[config.mk]
export PLATFORM = sky130hd
export DESIGN_NAME = pipe_control_unit
export DESIGN_NICKNAME = d
export VERILOG_FILES = /design/src/rtl/pipe_control_unit.sv
export SDC_FILE = /design/constraint.sdc
export NUM_CORES = 1
export LEC_CHECK = 0
export ABC_CLOCK_PERIOD_IN_PS = 4000
export BUFFER_PORTS_ARGS = -buffer_cell sky130_fd_sc_hd__buf_2
export CELL_PAD_IN_SITES_DETAIL_PLACEMENT = 0
export CELL_PAD_IN_SITES_GLOBAL_PLACEMENT = 2
export CORE_ASPECT_RATIO = 0.8
export CORE_MARGIN = 5
export CORE_UTILIZATION = 25
export DETAILED_ROUTE_END_ITERATION = 10
export GPL_TIMING_DRIVEN = 0
export PLACE_DENSITY_LB_ADDON = 0.1
export SKIP_CTS_REPAIR_TIMING = 1
export SLEW_MARGIN = 20
export SYNTH_ARGS = -nofsm -noshare
export SYNTH_HDL_FRONTEND = slang
export SYNTH_SLANG_ARGS = --single-unit
[constraint.sdc]
create_clock -name clk -period 4 [get_ports clk]
set_input_delay 0.4 -clock clk [delete_from_list [all_inputs] [get_ports clk]]
set_output_delay 0.4 -clock clk [all_outputs]
set_load 0.01 [all_outputs]
[src/rtl/pipe_control_unit.sv]
// MIPS main control for the 5-stage pipeline: ID decode registered into ID/EX, load-use stall, flush bubbles.
// Optional: define PCU_ILLEGAL_TRAP_EN to make unknown opcodes set a sticky illegal flag.
module pipe_control_unit #(
  parameter int ALUOP_W     = 4,
  parameter int STALL_CNT_W = 16
) (
  input  logic                   clk,
  input  logic                   reset,
  input  logic                   id_valid,
  input  logic [5:0]             opcode,
  input  logic [4:0]             rs,
  input  logic [4:0]             rt,
  input  logic                   ex_flush,
  output logic                   stall,
  output logic                   ex_valid,
  output logic                   ex_RegDst,
  output logic                   ex_branch,
  output logic                   ex_branch_ne,
  output logic                   ex_Memread,
  output logic                   ex_MemtoReg,
  output logic                   ex_MemWrite,
  output logic                   ex_AluSrc,
  output logic                   ex_RegWrite,
  output logic [ALUOP_W-1:0]     ex_ALUop,
  output logic [STALL_CNT_W-1:0] stall_cnt,
  output logic                   illegal
);

  localparam logic [5:0] OP_R    = 6'b000000;
  localparam logic [5:0] OP_LW   = 6'b100011;
  localparam logic [5:0] OP_SW   = 6'b101011;
  localparam logic [5:0] OP_BEQ  = 6'b000100;
  localparam logic [5:0] OP_BNE  = 6'b000101;
  localparam logic [5:0] OP_ADDI = 6'b001000;
  localparam logic [5:0] OP_ANDI = 6'b001100;
  localparam logic [5:0] OP_ORI  = 6'b001101;
  localparam logic [5:0] OP_SLTI = 6'b001010;

  // dec_ctrl order: RegDst, branch, branch_ne, Memread, MemtoReg, MemWrite, AluSrc, RegWrite
  logic [7:0] dec_ctrl;
  logic [3:0] dec_alu;
  logic       dec_known;
  logic       uses_rt;
  logic [4:0] ex_rt;
  logic       load_use;
  logic       bubble;

  always_comb begin
    dec_ctrl  = 8'b0;
    dec_alu   = 4'b0;
    dec_known = 1'b1;
    uses_rt   = 1'b0;
    case (opcode)
      OP_R:    begin dec_ctrl = 8'b1000_0001; dec_alu = 4'b0010; uses_rt = 1'b1; end
      OP_LW:   begin dec_ctrl = 8'b0001_1011; dec_alu = 4'b0000; end
      OP_SW:   begin dec_ctrl = 8'b0000_0110; dec_alu = 4'b0000; uses_rt = 1'b1; end
      OP_BEQ:  begin dec_ctrl = 8'b0100_0000; dec_alu = 4'b0001; uses_rt = 1'b1; end
      OP_BNE:  begin dec_ctrl = 8'b0110_0000; dec_alu = 4'b0001; uses_rt = 1'b1; end
      OP_ADDI: begin dec_ctrl = 8'b0000_0011; dec_alu = 4'b0000; end
      OP_ANDI: begin dec_ctrl = 8'b0000_0011; dec_alu = 4'b0011; end
      OP_ORI:  begin dec_ctrl = 8'b0000_0011; dec_alu = 4'b0100; end
      OP_SLTI: begin dec_ctrl = 8'b0000_0011; dec_alu = 4'b0101; end
      default: dec_known = 1'b0;
    endcase
  end

  // rt is only a true source for R-type, stores and branches; I-type ALU ops and loads write it
  assign load_use = id_valid & ex_Memread & (ex_rt != 5'd0) &
                    ((ex_rt == rs) | ((ex_rt == rt) & uses_rt));
  assign stall    = ~reset & ~ex_flush & load_use;
  assign bubble   = ex_flush | ~id_valid | stall | ~dec_known;

  always_ff @(posedge clk) begin
    if (reset || bubble) begin
      ex_valid     <= 1'b0;
      ex_RegDst    <= 1'b0;
      ex_branch    <= 1'b0;
      ex_branch_ne <= 1'b0;
      ex_Memread   <= 1'b0;
      ex_MemtoReg  <= 1'b0;
      ex_MemWrite  <= 1'b0;
      ex_AluSrc    <= 1'b0;
      ex_RegWrite  <= 1'b0;
      ex_ALUop     <= '0;
      ex_rt        <= 5'd0;
    end else begin
      ex_valid     <= 1'b1;
      {ex_RegDst, ex_branch, ex_branch_ne, ex_Memread,
       ex_MemtoReg, ex_MemWrite, ex_AluSrc, ex_RegWrite} <= dec_ctrl;
      ex_ALUop     <= ALUOP_W'(dec_alu);
      ex_rt        <= rt;
    end
  end

  always_ff @(posedge clk) begin
    if (reset)
      stall_cnt <= '0;
    else if (stall && (stall_cnt != '1))
      stall_cnt <= stall_cnt + STALL_CNT_W'(1);
  end

`ifdef PCU_ILLEGAL_TRAP_EN
  always_ff @(posedge clk) begin
    if (reset)
      illegal <= 1'b0;
    else if (id_valid && !ex_flush && !dec_known)
      illegal <= 1'b1;
  end
`else
  assign illegal = 1'b0;
`endif

endmodule

Word-level counts from Yosys, hierarchy flattened
Cells that the tools add are included.
{"block": "totals", "register_bits": 34, "elab_cells": 51, "inputBits": 20, "out_inout_bits": 31}
{"block": "classes", "bitwise_logic": 14, "add_sub_neg": 1, "n_reduce_logical": 8, "n_eq_ne": 11, "n_mux": 5}
{"cell": "$pmux W8 S6", "count": 1}
{"cell": "$eq A6 B4 Y1 const B", "count": 4}
{"cell": "$add A16 B1 Y16 const B", "count": 1}
{"cell": "$ne A16 B16 Y1 const B", "count": 1}
{"cell": "$pmux W3 S5", "count": 1}
{"cell": "$eq A6 B3 Y1 const B", "count": 2}
{"cell": "$eq A6 B6 Y1 const B", "count": 2}
{"cell": "$eq A5 B5 Y1", "count": 2}
{"cell": "$reduce_or A9 Y1", "count": 1}
{"cell": "$reduce_or A4 Y1", "count": 2}
{"cell": "$and A1 B1 Y1", "count": 6}
{"cell": "$logic_not A6 Y1", "count": 1}
{"cell": "$reduce_bool A5 Y1", "count": 1}
{"cell": "$not A1 Y1", "count": 4}
{"cell": "$or A1 B1 Y1", "count": 4}
{"cell": "$mux W1", "count": 3}
{"cell": "$reduce_or A2 Y1", "count": 1}
{"cell": "$logic_and A1 B1 Y1", "count": 1}
{"cell": "$logic_or A1 B1 Y1", "count": 1}

Depth between registers and ports, before layout
{"block": "logic_depth", "word_depth": 11, "mapped_depth": 9, "ltp_nobuf": 7}

Least setup slack after synthesis
Ideal clock, no wire load.
{"block": "synth_timing", "path_type": "input -> register", "from": "input reset", "to": "register stall_cnt[5]", "path_slack_ns": 1.924, "setup_time_ns": 0.123, "path_buffers": 2, "stages": 8, "arrival_time_ns": 1.953, "cell_sequence": "buf_6 -> nor3b_2 -> o211a_1 -> o2111ai_1 -> and2_1 -> buf_6 -> nor4b_1 -> mux2_1"}
{"block": "synth_between", "elab_chain_cells": 4}
{"item": "start, declared", "line": "8", "source": "input logic reset,"}
{"item": "$not A1 Y1", "line": "70", "source": "assign stall = ~reset & ~ex_flush & load_use;"}
{"item": "$and A1 B1 Y1 (2 in a row)", "line": "70"}
{"item": "$logic_and A1 B1 Y1", "line": "98", "source": "else if (stall && (stall_cnt != '1))"}
{"item": "end signal, assigned", "line": "99", "source": "stall_cnt <= stall_cnt + STALL_CNT_W'(1);"}
{"item": "end, declared", "line": "25", "source": "output logic [STALL_CNT_W-1:0] stall_cnt,"}
Parallel ways exist; a longest one is shown, timed or not.
A chain may end at the register's enable or synchronous reset.

Worst setup path in the final report
{"block": "layout_timing", "from": "register ex_rt[1]", "to": "output stall"}
{"block": "layout_between", "elab_chain_cells": 5}
{"item": "start, declared", "line": "44", "source": "logic [4:0] ex_rt;"}
{"item": "start signal, assigned", "line": "91", "source": "ex_rt <= rt;"}
{"item": "$eq A5 B5 Y1", "line": "69", "source": "((ex_rt == rs) | ((ex_rt == rt) & uses_rt));"}
{"item": "$and A1 B1 Y1", "line": "69"}
{"item": "$or A1 B1 Y1", "line": "69"}
{"item": "$and A1 B1 Y1 (*)", "line": "68", "source": "assign load_use = id_valid & ex_Memread & (ex_rt != 5'd0) &"}
{"item": "$and A1 B1 Y1 (*)", "line": "70"}
{"item": "end, declared", "line": "14", "source": "output logic stall,"}
Every way passes the cells marked *; elsewhere a longest branch is shown, timed or not.

==> metrics <==
status=complete, no violations; root buffer cell=clkbuf_8; area leader, netlist=dfxtp_1; number of flops mapped to enable cells by yosys=0; H-tree depth=2; fraction of synthesized area in multiplexers=less than 1%; min Tclk post-route=about 2.5 ns; CP Launch Type=register; IO buf count=43; Die Area=about 0.0086 mm2; DRC=0; gr usage total=between 10% and 20%; Most used DFF post-synth=dfxtp_1; detailed-route wire length=4700 um; Die Y-Extent=around 84 um; Synth Area in Adders=less than 1%; HPWL after DPL=about 3600 um; Avg Cell Area, Syn=8.98 um2; critical path class=reg -> out; Detailed Routing Iterations Pass 1=4; GP Congestion=about 0.75; setup_tns=0 ns; Relative slew margins=64.6%; synth warn=0; Hold Crit Class=in -> reg; sw power=around 0.16 mW; post-route ant nets=0; row count=26; crit path cell chain=or4_1, o211a_1, o2111ai_1, and2_1, buf_6, inv_1, buf_2; placed cell area=0.00203 mm2; DR iter-0 viols=55; Layout area overhead=25.3%; RSZ-0062 raised after global routing=false; Final Max Tran Viols=0; synthesized flop and latch total=32; final worst slack=1.51 ns; core area=about 0.0065 mm2; count leader, synth=dfxtp_1; Max stage delay on crit path=between 0.5 and 0.6 ns; antenna violations before repair=0; Cells after Synth=190; Initial Utilization=between 20% and 30%; Crit Path Max Fanout=6; crit end category=primary output; global-route wire length before repair=about 7900 um; CTS tree=done; Fin Clk Skew=around 0.011 ns; antenna fix cells=0; crit path DAT=between 2 and 2.5 ns; top cells by area, synth=dfxtp_1, xor2_1, a21oi_1, nor2_1, or3_1; Synth Area in Simple Gates=a little under a third; clk sinks=32; vias in the first global route=1581; power share of the combinational group=about 7.3%; Sw Share=approximately 23%; routed length per placed instance=14.4 um; IO Pins=51; Clock power frac=45.9%; max cap viols=0; Final Hold Viols=0; Flop pwr share=a little under half; clock slew at reported path FFs=about 0.070 ns; sequential area share after synthesis=between 30% and 40%; Finished Cell Area=between 0.002 and 0.0025 mm2; XOR/XNOR Fraction of Synth Area=around 5.6%; slowest cell on the critical path=or4_1; Commonest cells post-synth=dfxtp_1, nor2_1, a21oi_1; final setup fails=0; Cell Area, Synth=0.00171 mm2; pre-CTS setup slack=~1.6 ns; Max Fclk=around 400 MHz; unique cell type count in the Yosys netlist=a little over 50; maximum VDD drop=114 uV; Slew @ Worst Pin=0.531 ns; largest net degree at the start of global routing=11; total power density per cell area=319 mW/mm2; clk buf depth=2; Internal=between 0.5 and 0.6 mW; Synth top area share=a little under two fifths; Via density=approximately 4.8; GR Overflow Total=0; Required @ worst endpoint=roughly 3.6 ns; ys async rst share=0%; fin crit share=between 60% and 70%; Synth Area in Compound Gates=between 10% and 20%; Tot Pwr=between 0.6 and 0.7 mW; fraction of layout cells with a size suffix above 1=31.4%; Clock Latency Late Sink=approximately 0.29 ns; final net count=262; die width=about 100 um; cts bufs inserted=5; main combinational cell family by area after synthesis=simple AND/OR/NAND/NOR gates; total number of vias=~1600; cell leakage power=0.887 nW
-- logic make-up (layout without fill, tap and decap cells) --
group	count (synthesis)	count (layout)
and+or+nand+nor	83	83
AOI/OAI and AO/OA	42	42
DFF	32	32
buffers and inverters	19	70
xor gates and xnor gates	11	11
adders and majority gates	1	1
other	1	2
muxes	1	1
-- per-stage QoR --
stage / hold slack [ns] / instances / util (%)
global route: 0.334 / 326 / 32.8
global placement: 0.514 / 318 / 31.2
detailed placement: 0.509 / 318 / 31.2
floorplan: 0.477 / 191 / -
finish: 0.337 / 326 / 32.8
CTS: 0.337 / 326 / 32.8
-- placed cells by master, fill, tap and decap left out, types with 2 or more instances in the layout --
cell       n
or4_1      2
nor2b_1    3
o41ai_1    2
o31a_1     2
or3_1      9
xor2_1     9
nand3_1    9
o21ai_0    9
nor2_1    16
a21oi_1   12
inv_1      6
o31ai_1    2
nand4_1    5
and3_1     5
nor3_1     6
o21a_1     2
conb_1     2
buf_2     45
dfxtp_1   32
or2_2      3
nor3b_2    3
buf_4      7
nor3_2     2
xnor2_1    2
nor4_1     2
clkbuf_8   5
clkbuf_1   2
nor4_4     2
buf_6      2
nand2_1    9
a211oi_1   2
-- metal layers --
| metal | share of wire, % | up-vias | GRT usage (%) |
|---|---|---|---|
| li1 | - | 796 | - |
| met2 | 42 | 35 | 16.6 |
| met4 | 0.79 | 0 | 2.15 |
| met1 | 52 | 723 | 16.9 |
| met5 | 0 | - | 0 |
| met3 | 5.0 | 5 | 4.09 |
-- cell type report --
class                      instances  area (um2)
buffer                            13         104
clock buffer                       6        72.6
clock inverter                     2        35.0
fill                             733        4370
inverter                           6        22.5
multi-input combinational        140         942
sequential                        32         641
tap                               84         105
timing repair buffer              43         215
-- worst max-delay path, delay by kind of cell (launching register included) --
family	cells	cell delay (ns)
buffers and inverters	3	0.37
AOI/OAI and AO/OA	2	0.39
DFF	1	0.33
and+or+nand+nor	2	0.71
-- flip-flops by register name, indices dropped and copies added, names as in the netlist --
register      count
ex_rt             5
ex_RegDst         1
ex_ALUop          3
ex_AluSrc         1
stall_cnt        16
ex_Memread        1
ex_valid          1
ex_RegWrite       1
ex_branch         1
ex_MemWrite       1
ex_branch_ne      1
-- path summary, 6_finish.rpt --
kind | start | slack (ns) | endpoint | depth (start not counted)
setup / recovery | ex_rt[1] | 1.51 | stall | 7
setup reg to reg | stall_cnt[0] | 1.75 | stall_cnt[5] | 6
hold / removal | reset | 0.34 | stall_cnt[14] | 2
hold reg to reg | stall_cnt[11] | 0.52 | stall_cnt[11] | 2
-- power groups by stage --
stage	Clock, mW	Sequential (mW)	Combinational (mW)
after global routing	0.337	0.319	0.0564
after detailed placement	0	0.327	0.0501
after floorplan	0	0.327	0.0332
after global placement	0	0.327	0.0508
final	0.313	0.319	0.0497
after CTS	0.322	0.319	0.0503
Note: power is estimated with default switching activity, not from simulation.
